File: src/rtl/cps2_raster_pkg.sv
// Shared definitions for the CPS-2 raster interrupt generator: counter width,
// register select bit positions and the read-back priority encoder.
package cps2_raster_pkg;

  localparam int CW = 9;

  localparam int SEL_R1   = 0;
  localparam int SEL_R2   = 1;
  localparam int SEL_HCMP = 2;

  typedef enum logic [1:0] {
    RD_NONE = 2'd0,
    RD_R1   = 2'd1,
    RD_R2   = 2'd2,
    RD_HCMP = 2'd3
  } rd_src_t;

  // When several select bits are set, raster1 wins, then raster2, then hcmp.
  function automatic rd_src_t read_pick(input logic [2:0] sel);
    if (sel[SEL_R1])
      return RD_R1;
    else if (sel[SEL_R2])
      return RD_R2;
    else if (sel[SEL_HCMP])
      return RD_HCMP;
    else
      return RD_NONE;
  endfunction

endpackage

File: src/rtl/cps2_line_cnt.sv
// One raster line counter: preset register, live down-counter and pending flag.
// Optional feature macro: CPS2_RASTER_RELOAD_EN (reload from preset on expiry,
// giving a periodic interrupt every preset lines within a frame).
module cps2_line_cnt
  import cps2_raster_pkg::*;
#(
  parameter int CW = cps2_raster_pkg::CW
)(
  input  logic          clk,
  input  logic          reg_rst,
  input  logic          load,
  input  logic [CW-1:0] din,
  input  logic          frame_start,
  input  logic          line_inc,
  input  logic          clr_pend,
  output logic [CW-1:0] cnt,
  output logic          pend
);

  localparam logic [CW-1:0] ONE = CW'(1);

  logic [CW-1:0] preset;

  // CPU load beats frame_start, which beats line counting; a zero preset
  // never counts, so it can never arm. A flag armed on this edge survives a
  // clear from a firing on the same edge, since that firing saw the old flag.
  always_ff @(posedge clk or posedge reg_rst) begin
    if (reg_rst) begin
      preset <= '0;
      cnt    <= '0;
      pend   <= 1'b0;
    end else if (load) begin
      preset <= din;
      cnt    <= din;
      pend   <= 1'b0;
    end else if (frame_start) begin
      cnt  <= preset;
      pend <= 1'b0;
    end else begin
      if (clr_pend)
        pend <= 1'b0;
      if (line_inc && (preset != '0) && (cnt != '0)) begin
        if (cnt == ONE) begin
          pend <= 1'b1;
`ifdef CPS2_RASTER_RELOAD_EN
          cnt  <= preset;
`else
          cnt  <= '0;
`endif
        end else begin
          cnt <= cnt - ONE;
        end
      end
    end
  end

endmodule

File: src/rtl/cps2_raster.sv
// CPS-2 raster interrupt generator: two line counters arm an interrupt that
// fires when the pixel counter reaches the programmed horizontal position.
// Optional feature macro: CPS2_RASTER_RELOAD_EN (periodic line counters).
module cps2_raster
  import cps2_raster_pkg::*;
#(
  parameter int CW = cps2_raster_pkg::CW
)(
  input  logic          clk,
  input  logic          reg_rst,
  input  logic          pxl_cen,
  input  logic          frame_start,
  input  logic          line_inc,
  input  logic [2:0]    cnt_sel,
  input  logic          wrn,
  input  logic [15:0]   cpu_dout,
  output logic [CW-1:0] cnt_dout,
  output logic          raster
);

  localparam logic [CW-1:0] ONE = CW'(1);

  logic [CW-1:0] wr_data;
  logic          load1;
  logic          load2;
  logic          load_hcmp;
  logic [CW-1:0] cnt1;
  logic [CW-1:0] cnt2;
  logic          pend1;
  logic          pend2;
  logic [CW-1:0] hcmp;
  logic [CW-1:0] hcnt;
  logic          unused_cpu_bits;

  assign wr_data         = cpu_dout[CW-1:0];
  assign unused_cpu_bits = ^cpu_dout[15:CW];
  assign load1           = !wrn && cnt_sel[SEL_R1];
  assign load2           = !wrn && cnt_sel[SEL_R2];
  assign load_hcmp       = !wrn && cnt_sel[SEL_HCMP];

  cps2_line_cnt #(.CW(CW)) u_raster1 (
    .clk         (clk),
    .reg_rst     (reg_rst),
    .load        (load1),
    .din         (wr_data),
    .frame_start (frame_start),
    .line_inc    (line_inc),
    .clr_pend    (raster),
    .cnt         (cnt1),
    .pend        (pend1)
  );

  cps2_line_cnt #(.CW(CW)) u_raster2 (
    .clk         (clk),
    .reg_rst     (reg_rst),
    .load        (load2),
    .din         (wr_data),
    .frame_start (frame_start),
    .line_inc    (line_inc),
    .clr_pend    (raster),
    .cnt         (cnt2),
    .pend        (pend2)
  );

  // Horizontal compare register, written by the CPU only.
  always_ff @(posedge clk or posedge reg_rst) begin
    if (reg_rst)
      hcmp <= '0;
    else if (load_hcmp)
      hcmp <= wr_data;
  end

  // Pixel position within the line; holds at all-ones so it never wraps.
  always_ff @(posedge clk or posedge reg_rst) begin
    if (reg_rst)
      hcnt <= '0;
    else if (line_inc)
      hcnt <= '0;
    else if (pxl_cen && (hcnt != '1))
      hcnt <= hcnt + ONE;
  end

  // Fire on the matching pixel while any counter is armed; the pulse itself
  // clears the armed flags, so it lasts a single clock.
  always_comb begin
    raster = pxl_cen && (hcnt == hcmp) && (pend1 || pend2);
  end

  // CPU read-back of the selected register.
  always_comb begin
    cnt_dout = '0;
    case (read_pick(cnt_sel))
      RD_R1:   cnt_dout = cnt1;
      RD_R2:   cnt_dout = cnt2;
      RD_HCMP: cnt_dout = hcmp;
      default: cnt_dout = '0;
    endcase
  end

endmodule

File: config.mk
export PLATFORM = sky130hd
export DESIGN_NAME = cps2_raster
export DESIGN_NICKNAME = d
export VERILOG_FILES = /design/src/rtl/cps2_raster_pkg.sv /design/src/rtl/cps2_line_cnt.sv /design/src/rtl/cps2_raster.sv
export SDC_FILE = /design/constraint.sdc
export NUM_CORES = 1
export LEC_CHECK = 0
export BUFFER_PORTS_ARGS = -buffer_cell sky130_fd_sc_hd__buf_2
export CAP_MARGIN = 10
export CORE_UTILIZATION = 51
export CTS_CLUSTER_SIZE = 40
export DETAILED_ROUTE_END_ITERATION = 8
export PLACE_DENSITY = 0.82
export SYNTH_ARGS = -nofsm -noshare
export SYNTH_HDL_FRONTEND = slang
export SYNTH_SLANG_ARGS = --single-unit
File: constraint.sdc
create_clock -name clk -period 2.75 [get_ports clk]
set_input_delay 0.4125 -clock clk [delete_from_list [all_inputs] [get_ports clk]]
set_output_delay 0.4125 -clock clk [all_outputs]
set_load 0.005 [all_outputs]
Yosys cells after proc, flatten, opt, wreduce, memory -nomap -nowiden
Index checks and enable logic that the tools add are counted.

Bits in registers: 56. Input bits: 25. Logic and storage cells: 61.

Add/sub/neg operators: 3. Equality and inequality tests: 7. Mux-type cells: 24. Reductions and logical operators: 19.

Operators with widths (number): 9-bit 2-to-1 mux (10); 9-bit nonzero test (4); 9-bit case mux with 3 select lines (1); 9-bit by 1-bit == test with 1-bit output (second input constant) (2); 9-bit by 1-bit subtractor with 9-bit output (second input constant) (2); 1-bit logical AND (10); 1-bit 2-to-1 mux (10); 9-bit by 1-bit adder with 9-bit output (second input constant) (1); 9-bit == test (1); 9-bit != test (second input constant) (1); 2-bit 2-to-1 mux (3); 3-bit nonzero test (2); 2-bit == test (second input constant) (2); 2-bit by 1-bit == test with 1-bit output (second input constant) (1); 2-bit nonzero test (1); 1-bit zero test (1); 1-bit logical OR (1).

Depth between registers and ports, before layout
Gate-level depths: netlist of run 1.

Word-level depth: 8. Gate-level depth with buffers: 8. Depth with buffers taken out: 7.

By module
Synthesis of run 1 repeated with hierarchy kept, for this count alone.

Cells, all modules: 336. Area, all modules: 3326.9 um^2.

By module, submodules not included: cps2_line_cnt (times used 2, cells each 110, area each 1112.3 um^2, seq. area each 475.5 um^2); cps2_raster (times used 1, cells each 116, area each 1102.3 um^2, seq. area each 450.4 um^2).

Least setup slack after synthesis of run 1
Ideal clock, no wire load.

Kind: flip-flop to flip-flop. From: register u_raster1.cnt[4]. To: register u_raster1.cnt[1]. Library setup time: 128 ps. Data arrival time: 2004 ps. Required time: 2622 ps. Path slack: 619 ps. Cell stages (with the launch flop): 6. Clock period less this slack: 2131 ps. Cell sequence: dfrtp_1 clkbuf_1 or4_1 or3_1 a21oi_2 mux2_1.

Word-level cells in the longest chain between the ends: 5.

RTL lines: start: declaration (RTL line cps2_line_cnt.sv:16) `output logic [CW-1:0] cnt,`; start signal: assignment (RTL line cps2_line_cnt.sv:34) `cnt <= din;`; start signal: assignment (RTL line cps2_line_cnt.sv:37) `cnt <= preset;`; start signal: assignment (RTL line cps2_line_cnt.sv:51) `cnt <= cnt - ONE;`; 9-bit by 1-bit == test with 1-bit output (RTL line cps2_line_cnt.sv:43) `if (cnt == ONE) begin`; 9-bit 2-to-1 mux (RTL line cps2_line_cnt.sv:43); 9-bit 2-to-1 mux (RTL line cps2_line_cnt.sv:42) `if (line_inc && (preset != '0) && (cnt != '0)) begin`; 9-bit 2-to-1 mux (RTL line cps2_line_cnt.sv:36) `end else if (frame_start) begin`; 9-bit 2-to-1 mux (RTL line cps2_line_cnt.sv:32) `end else if (load) begin`.

Parallel ways exist; a longest one is shown, timed or not. The select of a mux whose other input is x is not followed. A chain may end at the register's enable or synchronous reset.

Final worst setup path of run 1
From: register u_raster1.cnt[0]. To: register u_raster1.cnt[1].

Word-level cells in the longest chain between the ends: 5.

RTL lines (RTL line): 9-bit by 1-bit subtractor with 9-bit output or 9-bit by 1-bit == test with 1-bit output (tied branches) (cps2_line_cnt.sv:51, cps2_line_cnt.sv:43); 9-bit 2-to-1 mux (cps2_line_cnt.sv:43); 9-bit 2-to-1 mux (cps2_line_cnt.sv:42); 9-bit 2-to-1 mux (cps2_line_cnt.sv:36); 9-bit 2-to-1 mux (cps2_line_cnt.sv:32).

Parallel ways exist; a longest one is shown, timed or not. The select of a mux whose other input is x is not followed.

==> results of run 1 <==
## kinds of logic (layout without fill, tap and decap cells)
family	after synthesis	after routing
AOI/OAI and AO/OA	79	79
and+or+nand+nor	158	158
muxes	19	19
adders and majority gates	6	6
DFF	56	56
xor gates and xnor gates	16	16
buffers and inverters	30	51
## per-layer routing
layer  wire (um)  vias up  share of wire
met5           0        -              0
met4         247        0          0.029
met3         609       24          0.072
met2        3934      133           0.47
met1        3662     1406           0.43
li1            -     1366              -
## metrics by stage
step	hold WS, ns	worst slack, ns	power [uW]	util
after floorplan	0.4567	0.6186	1433	-
after global placement	0.4835	0.5033	1583	0.5569
after detailed placement	0.4886	0.4354	1603	0.5569
after CTS	0.2450	0.4214	2147	0.5739
after global routing	0.2843	0.2890	2263	0.5739
final	0.2148	0.4263	2152	0.5739
## state kept, by name, indices dropped and copies added, names as in the netlist
signal and cells:
hcmp 9, u_raster2.preset 9, u_raster1.cnt 9, u_raster2.cnt 9
u_raster2.pend 1, hcnt 9, u_raster1.preset 9, u_raster1.pend 1
## worst max-delay path: cells and delay by family, from the launching register on
family | cells | cell delay [ns]
adder cells (fa/ha/maj) | 1 | 0.21
flip-flops | 1 | 0.45
multiplexers | 1 | 0.33
AND/OR/NAND/NOR | 2 | 0.89
buffers and inverters | 1 | 0.12
AO/OA/AOI/OAI | 1 | 0.21
## power by group through the flow
stage	clock [uW]	sequential [uW]	combinational, uW
2_1_floorplan	0	1030	408
3_3_place_gp	0	1080	499
3_5_place_dp	0	1090	513
4_1_cts	557	1070	517
5_1_grt	586	1100	582
6_report	553	1080	519
## synthesized netlist by cell type, types with 3 or more instances
cell type | instances | area (um^2)
nand3_1 | 6 | 30.03
and3b_1 | 3 | 26.28
nand4_1 | 9 | 56.30
clkbuf_1 | 18 | 67.56
mux2i_1 | 4 | 40.04
nor3_1 | 7 | 35.03
or4_1 | 4 | 30.03
xor2_1 | 6 | 52.55
a21oi_1 | 14 | 70.07
dfrtp_1 | 56 | 1401
mux2_2 | 14 | 157.7
a21o_1 | 3 | 22.52
xnor2_1 | 10 | 87.58
nor3b_1 | 3 | 22.52
o211ai_1 | 6 | 45.04
or3_1 | 6 | 37.54
ha_1 | 6 | 75.07
nor2b_1 | 4 | 25.02
nor2_1 | 30 | 112.6
nand2b_1 | 6 | 37.54
nor4_1 | 3 | 18.77
a222oi_1 | 5 | 50.05
o311ai_0 | 4 | 35.03
o21ai_0 | 12 | 60.06
a31oi_1 | 6 | 37.54
inv_1 | 8 | 30.03
nand2_1 | 61 | 229.0
a211oi_1 | 7 | 52.55
## area by class of cell
cell class / instances / area [um^2] / share of cell area
timing repair buffer: 35 / 195.2 / 0.05387
tap: 77 / 96.34 / 0.02659
inverter: 8 / 30.03 / 0.008287
clock buffer: 6 / 72.57 / 0.02003
sequential: 56 / 1401 / 0.3867
clock inverter: 2 / 35.03 / 0.009668
multi-input combinational: 278 / 1793 / 0.4948
## how the worst min path moves through the flow
stage / start / to / depth (start not counted)
global route: reg_rst / hcnt[7]$_DFFE_PP0P_ / 2
detailed placement: u_raster1.preset[1]$_DFFE_PP0P_ / u_raster1.preset[1]$_DFFE_PP0P_ / 2
floorplan: u_raster1.preset[0]$_DFFE_PP0P_ / u_raster1.preset[0]$_DFFE_PP0P_ / 2
CTS: reg_rst / hcnt[7]$_DFFE_PP0P_ / 2
finish: reg_rst / hcnt[8]$_DFFE_PP0P_ / 2
global placement: u_raster1.preset[1]$_DFFE_PP0P_ / u_raster1.preset[1]$_DFFE_PP0P_ / 2
==> results by group, run 1 <==
Outcome
  • Run status: complete, no violations

Clocking
  • Total CTS buffers: 5
  • CTS tree: done
  • CTS root buffer: clkbuf_8
  • Sinks on the clock net: 56
  • H-tree depth: 2
  • Later-pin clock latency in the skew report: 0.32 ns
  • Post_cts resized: 0
  • CTS Hold Buffers Added: 0
  • Clk slew on worst S/H paths: around 0.10 ns
  • Max Buffers Root-to-Sink: 2
  • Post-CTS Setup Bufs: 0

Logic synthesis
  • Post-synthesis adder-cell area fraction: 0.02260
  • Post-Syn Area per Cell: 9.126 um^2
  • Post-synth top flop: dfrtp_1
  • Synthesized cell area: about 3300 um^2
  • Post-Synthesis Cells: 364
  • Main combinational cell family by area after synthesis: simple AND/OR/NAND/NOR gates
  • Post-synthesis xor/xnor area fraction: 0.04218
  • Register area share after synthesis: 0.4218
  • Syn_nets: between 300 and 400
  • Complex-gate fraction of the synthesized area: 0.1725
  • Post-synth EDFFs: 0
  • Multiplexer share of the synthesized area: 0.06290
  • Synthesis Warnings: 0
  • Synthesis-stage register bit count: 56
  • Async SR Flop Fraction: 1.000
  • Simple-gate share of the synthesized area: 0.2395
  • Number of library cell types mapped by synthesis: 63

Timing
  • Setup-failing EPs final: 0
  • Final Hold Viols: 0
  • RSZ-0062 raised after global routing: false
  • Worst Max-Slew Pin Slew: around 0.83 ns
  • Setup TNS: 0 ns
  • Fin crit period: 2.324 ns
  • Max Clk Rate: between 400 and 500 MHz
  • Period utilization: 0.8450
  • Slew HR: 0.4426
  • Slew Viols, Final: 0
  • Clock Skews: 0.007929 ns

Detailed routing
  • Via density: 6.340
  • WL final: about 8.5 mm
  • Initial drt markers: around 280
  • Routed Antenna Nets: 0
  • WL/cell: 18.30 um
  • Vias: 2929
  • # DRC: 0
  • DRT Pass-1 Iters: 5

Power
  • Switch share: 0.3310
  • P_leak: 0.001591 uW
  • Seq pwr share: 0.502
  • Sw power: 712.2 uW
  • Worst IR drop on VDD: between 0.4 and 0.5 mV
  • Clock share of power: 0.257
  • Pwr dens: 593.8 nW/um^2
  • Comb pwr share: 0.241
  • Internal Pwr Total: 1439 uW

Placement
  • DP Cell Count: 454
  • Placed cell areas: approximately 3500 um^2
  • Port bufs: 27
  • HPWL after detailed placement: 6.262 mm
  • Gp weighted congestion: 0.9492

Floorplan
  • Rows: 29
  • DIE AREA: about 6800 um^2
  • Initial Util: 0.5262
  • Die Wd: slightly above 80 um
  • Die Ht: ~83 um
  • Ports: 35
  • CORE AREA: approximately 6300 um^2

Worst setup path
  • Worst r2r path cells: 6
  • Reg2reg start: u_raster1.cnt[0]$_DFFE_PP0P_
  • Critical path data arrival time: about 2.5 ns
  • CP Capture Point: u_raster1.cnt[1]$_DFFE_PP0P_
  • Worst setup SP type: flop
  • Req. time, crit path: a little under 3 ns
  • Setup crit start: u_raster1.cnt[0]$_DFFE_PP0P_
  • FF-to-FF End: u_raster1.cnt[1]$_DFFE_PP0P_
  • WS Path Type: reg2reg
  • Slowest-stage cell, CP: or3b_2
  • Slowest Stage Delay on Critical Path: between 0.4 and 0.5 ns
  • Crit-path cells: inv_1 > ha_1 > or3b_2 > or3_1 > a21oi_2 > mux2_1
  • Worst setup EP type: flop
  • CP Max Fanout: 6
  • R2r setup slk: approximately 0.43 ns

Global route
  • Global-route wire length before repair: 13.53 mm
  • Gr busiest metal: met2
  • Largest net degree at the start of global routing: 36
  • Number of global-route vias before repair: between 2000 and 3000
  • M2 GR Usage: 0.4156
  • GR Util met3: 0.04725
  • Initial antenna violation count: 0
  • GRT overflow: 0
  • Total track usage: 0.2691
  • GRT met1 Usage: 0.3653

Layout
  • Area grow syn2layout: 9.077%
  • Post-Layout Inst Area: 3623 um^2
  • Share of layout cells above drive strength 1: 0.1740
  • Commonest non-fill, non-tap cell in the layout: nand2_1
  • Diode count: 0
  • Filler Cells Inserted: 570
  • Finished Layout Cells: roughly 460
  • Most frequent cells in the layout: nand2_1 (61), dfrtp_1 (56), nor2_1 (30)
  • Nets: 415

Flow run
  • Max Cap Violations: 0

Hold path
  • Hold Crit Class: in2async
No activity file was read; power rests on OpenSTA's default activity.
==> inputs of run 2 (changes only) <==
Settings changed: PLACE_DENSITY 0.82 to 0.84.
Clock period 2.75 ns to 2.05 ns, I/O delays scaled along.
==> results by group, run 2 (same netlist as run 1, synthesis figures left out) <==
Power
  • P_leak: roughly 0.0018 uW
  • Final Power: 3040 uW
  • Pwr dens: 763.3 nW/um^2
  • Worst IR drop on VDD: between 0.4 and 0.5 mV

Detailed routing
  • WL/cell: 18.63 um
  • DR top layer: met4
  • Met1 WL: just under 4 mm
  • Via density: 6.424
  • # DRC: 0
  • Initial drt markers: ~500
  • DRT Pass-1 Iters: 8
  • Met3 WL: 552 um
  • Routed length on met2: around 4.5 mm
  • WL final: just over 9 mm
  • Routed Antenna Nets: 0
  • Vias: ~3200

Layout
  • Final core occ: 0.6308
  • Post-Layout Inst Area: between 3000 and 4000 um^2
  • Finished Layout Cells: between 400 and 500
  • Filler Cells Inserted: 515
  • Share of layout cells above drive strength 1: 0.2850
  • Commonest non-fill, non-tap cell in the layout: nand2_1
  • Area grow syn2layout: 19.89%
  • Diode count: 0
  • Nets: between 400 and 500
  • Most frequent cells in the layout: nand2_1 (61), dfrtp_1 (54), buf_4 (43)

Global route
  • Largest net degree at the start of global routing: 24
  • Global-route wire length before repair: 14.06 mm
  • GRT overflow: 0
  • Initial antenna violation count: 0
  • Total track usage: 0.2791
  • Number of global-route vias before repair: 2855

Floorplan
  • CORE AREA: 6314 um^2
  • Die Wd: about 83 um
  • Die Ht: roughly 83 um
  • Rows: 29
  • DIE AREA: 6840 um^2
  • Initial Util: 0.5262
  • Ports: 35

Placement
  • Gp weighted congestion: 0.9718
  • Placed cell areas: 3760 um^2
  • Port bufs: 27
  • DP Cell Count: 484
  • Pre-CTS setup slack: -0.05739 ns
  • HPWL after detailed placement: 6.759 mm

Worst setup path
  • WS Path Type: reg2reg
  • Setup crit start: u_raster1.cnt[0]$_DFFE_PP0P_
  • Req. time, crit path: approximately 2.2 ns
  • Reg2reg start: u_raster1.cnt[0]$_DFFE_PP0P_
  • FF-to-FF End: u_raster1.cnt[4]$_DFFE_PP0P_
  • CP Max Fanout: 4
  • R2r setup slk: -0.05 ns
  • Worst r2r path cells: 7
  • Worst setup SP type: flop
  • Critical path data arrival time: 2.30 ns
  • Worst setup EP type: flop

Clocking
  • Clk slew on worst S/H paths: about 0.1 ns
  • H-tree depth: 2
  • Total CTS buffers: 5
  • Max Buffers Root-to-Sink: 2
  • CTS tree: done
  • Later-pin clock latency in the skew report: 0.32 ns
  • Sinks on the clock net: 56
  • CTS root buffer: clkbuf_8

Timing
  • Fin crit period: 2.104 ns
  • Final Hold Viols: 21
  • Final WS setup: -0.05361 ns
  • Period utilization: 1.026
  • Setup-failing EPs final: 2
  • Max Clk Rate: 475.4 MHz
  • RSZ-0062 raised after global routing: true
  • Worst Max-Slew Pin Slew: 0.6866 ns
  • Clock Skews: 0.006690 ns
  • Slew Viols, Final: 0
  • Slew HR: 0.5406
  • Worst hold slack: -0.01101 ns

Hold path
  • Hold Crit Class: in2async

Outcome
  • Failing checks: hold timing, setup timing
  • Run status: finished with violations

Flow run
  • Max Cap Violations: 0
-- run 2: how the worst max path moves through the flow --
stage          slack, ns                      endpoint  cells after the start
2_1_floorplan     -0.003  u_raster2.cnt[4]$_DFFE_PP0P_                      5
3_3_place_gp        0.04  u_raster1.cnt[1]$_DFFE_PP0P_                      4
3_5_place_dp       -0.06  u_raster1.cnt[5]$_DFFE_PP0P_                      6
4_1_cts           -0.002  u_raster2.cnt[6]$_DFFE_PP0P_                      5
5_1_grt            -0.10  u_raster1.cnt[4]$_DFFE_PP0P_                      7
6_report           -0.05  u_raster1.cnt[4]$_DFFE_PP0P_                      7
-- run 2: layer usage --
metal / global-route usage / vias up
met5: 0 / -
met4: 0.1069 / 0
met3: 0.03407 / 35
met2: 0.4705 / 153
met1: 0.3647 / 1566
li1: - / 1445
-- run 2: critical path, stage by stage, from the launching register on --
cell      delay, ns
dfrtp_1        0.43
inv_2          0.10
ha_4           0.13
or3b_4         0.38
or3_4          0.41
buf_4          0.16
a211oi_1       0.24
a211oi_1       0.11
-- run 2: area by class of cell --
type | count | area (um^2) | share of cell area
sequential | 56 | 1404 | 0.3525
multi-input combinational | 278 | 1891 | 0.4747
tap | 77 | 96.34 | 0.02419
clock inverter | 2 | 10.01 | 0.002513
clock buffer | 6 | 82.58 | 0.02074
timing repair buffer | 71 | 469.2 | 0.1178
inverter | 8 | 30.03 | 0.007540
-- run 2: per-stage QoR --
step | hold slack [ns] | TNS, ns
6_report | -0.01101 | -0.07968
4_1_cts | 0.01518 | -0.001997
5_1_grt | 0.04115 | -0.2976
3_5_place_dp | 0.3579 | -0.08329
2_1_floorplan | 0.4129 | -0.003284
3_3_place_gp | 0.3413 | 0
-- run 2: power by group --
part / total (uW) / leakage, uW / switching [uW] / internal [uW]
Sequential: 1390 / 0.000696 / 139 / 1250
Clock: 651 / 0.0000510 / 380 / 271
Combinational: 997 / 0.00104 / 525 / 472
Total: 3040 / 0.00178 / 1040 / 2000
-- run 2: what timing repair did --
action / 4_1_cts / 5_1_grt
gates resized for setup: 3 / 16
pin swaps: 1 / 4
setup endpoints to repair: 7 / 13
setup buffers: 1 / 5
cloned: 0 / 0
hold buffers: 0 / 0
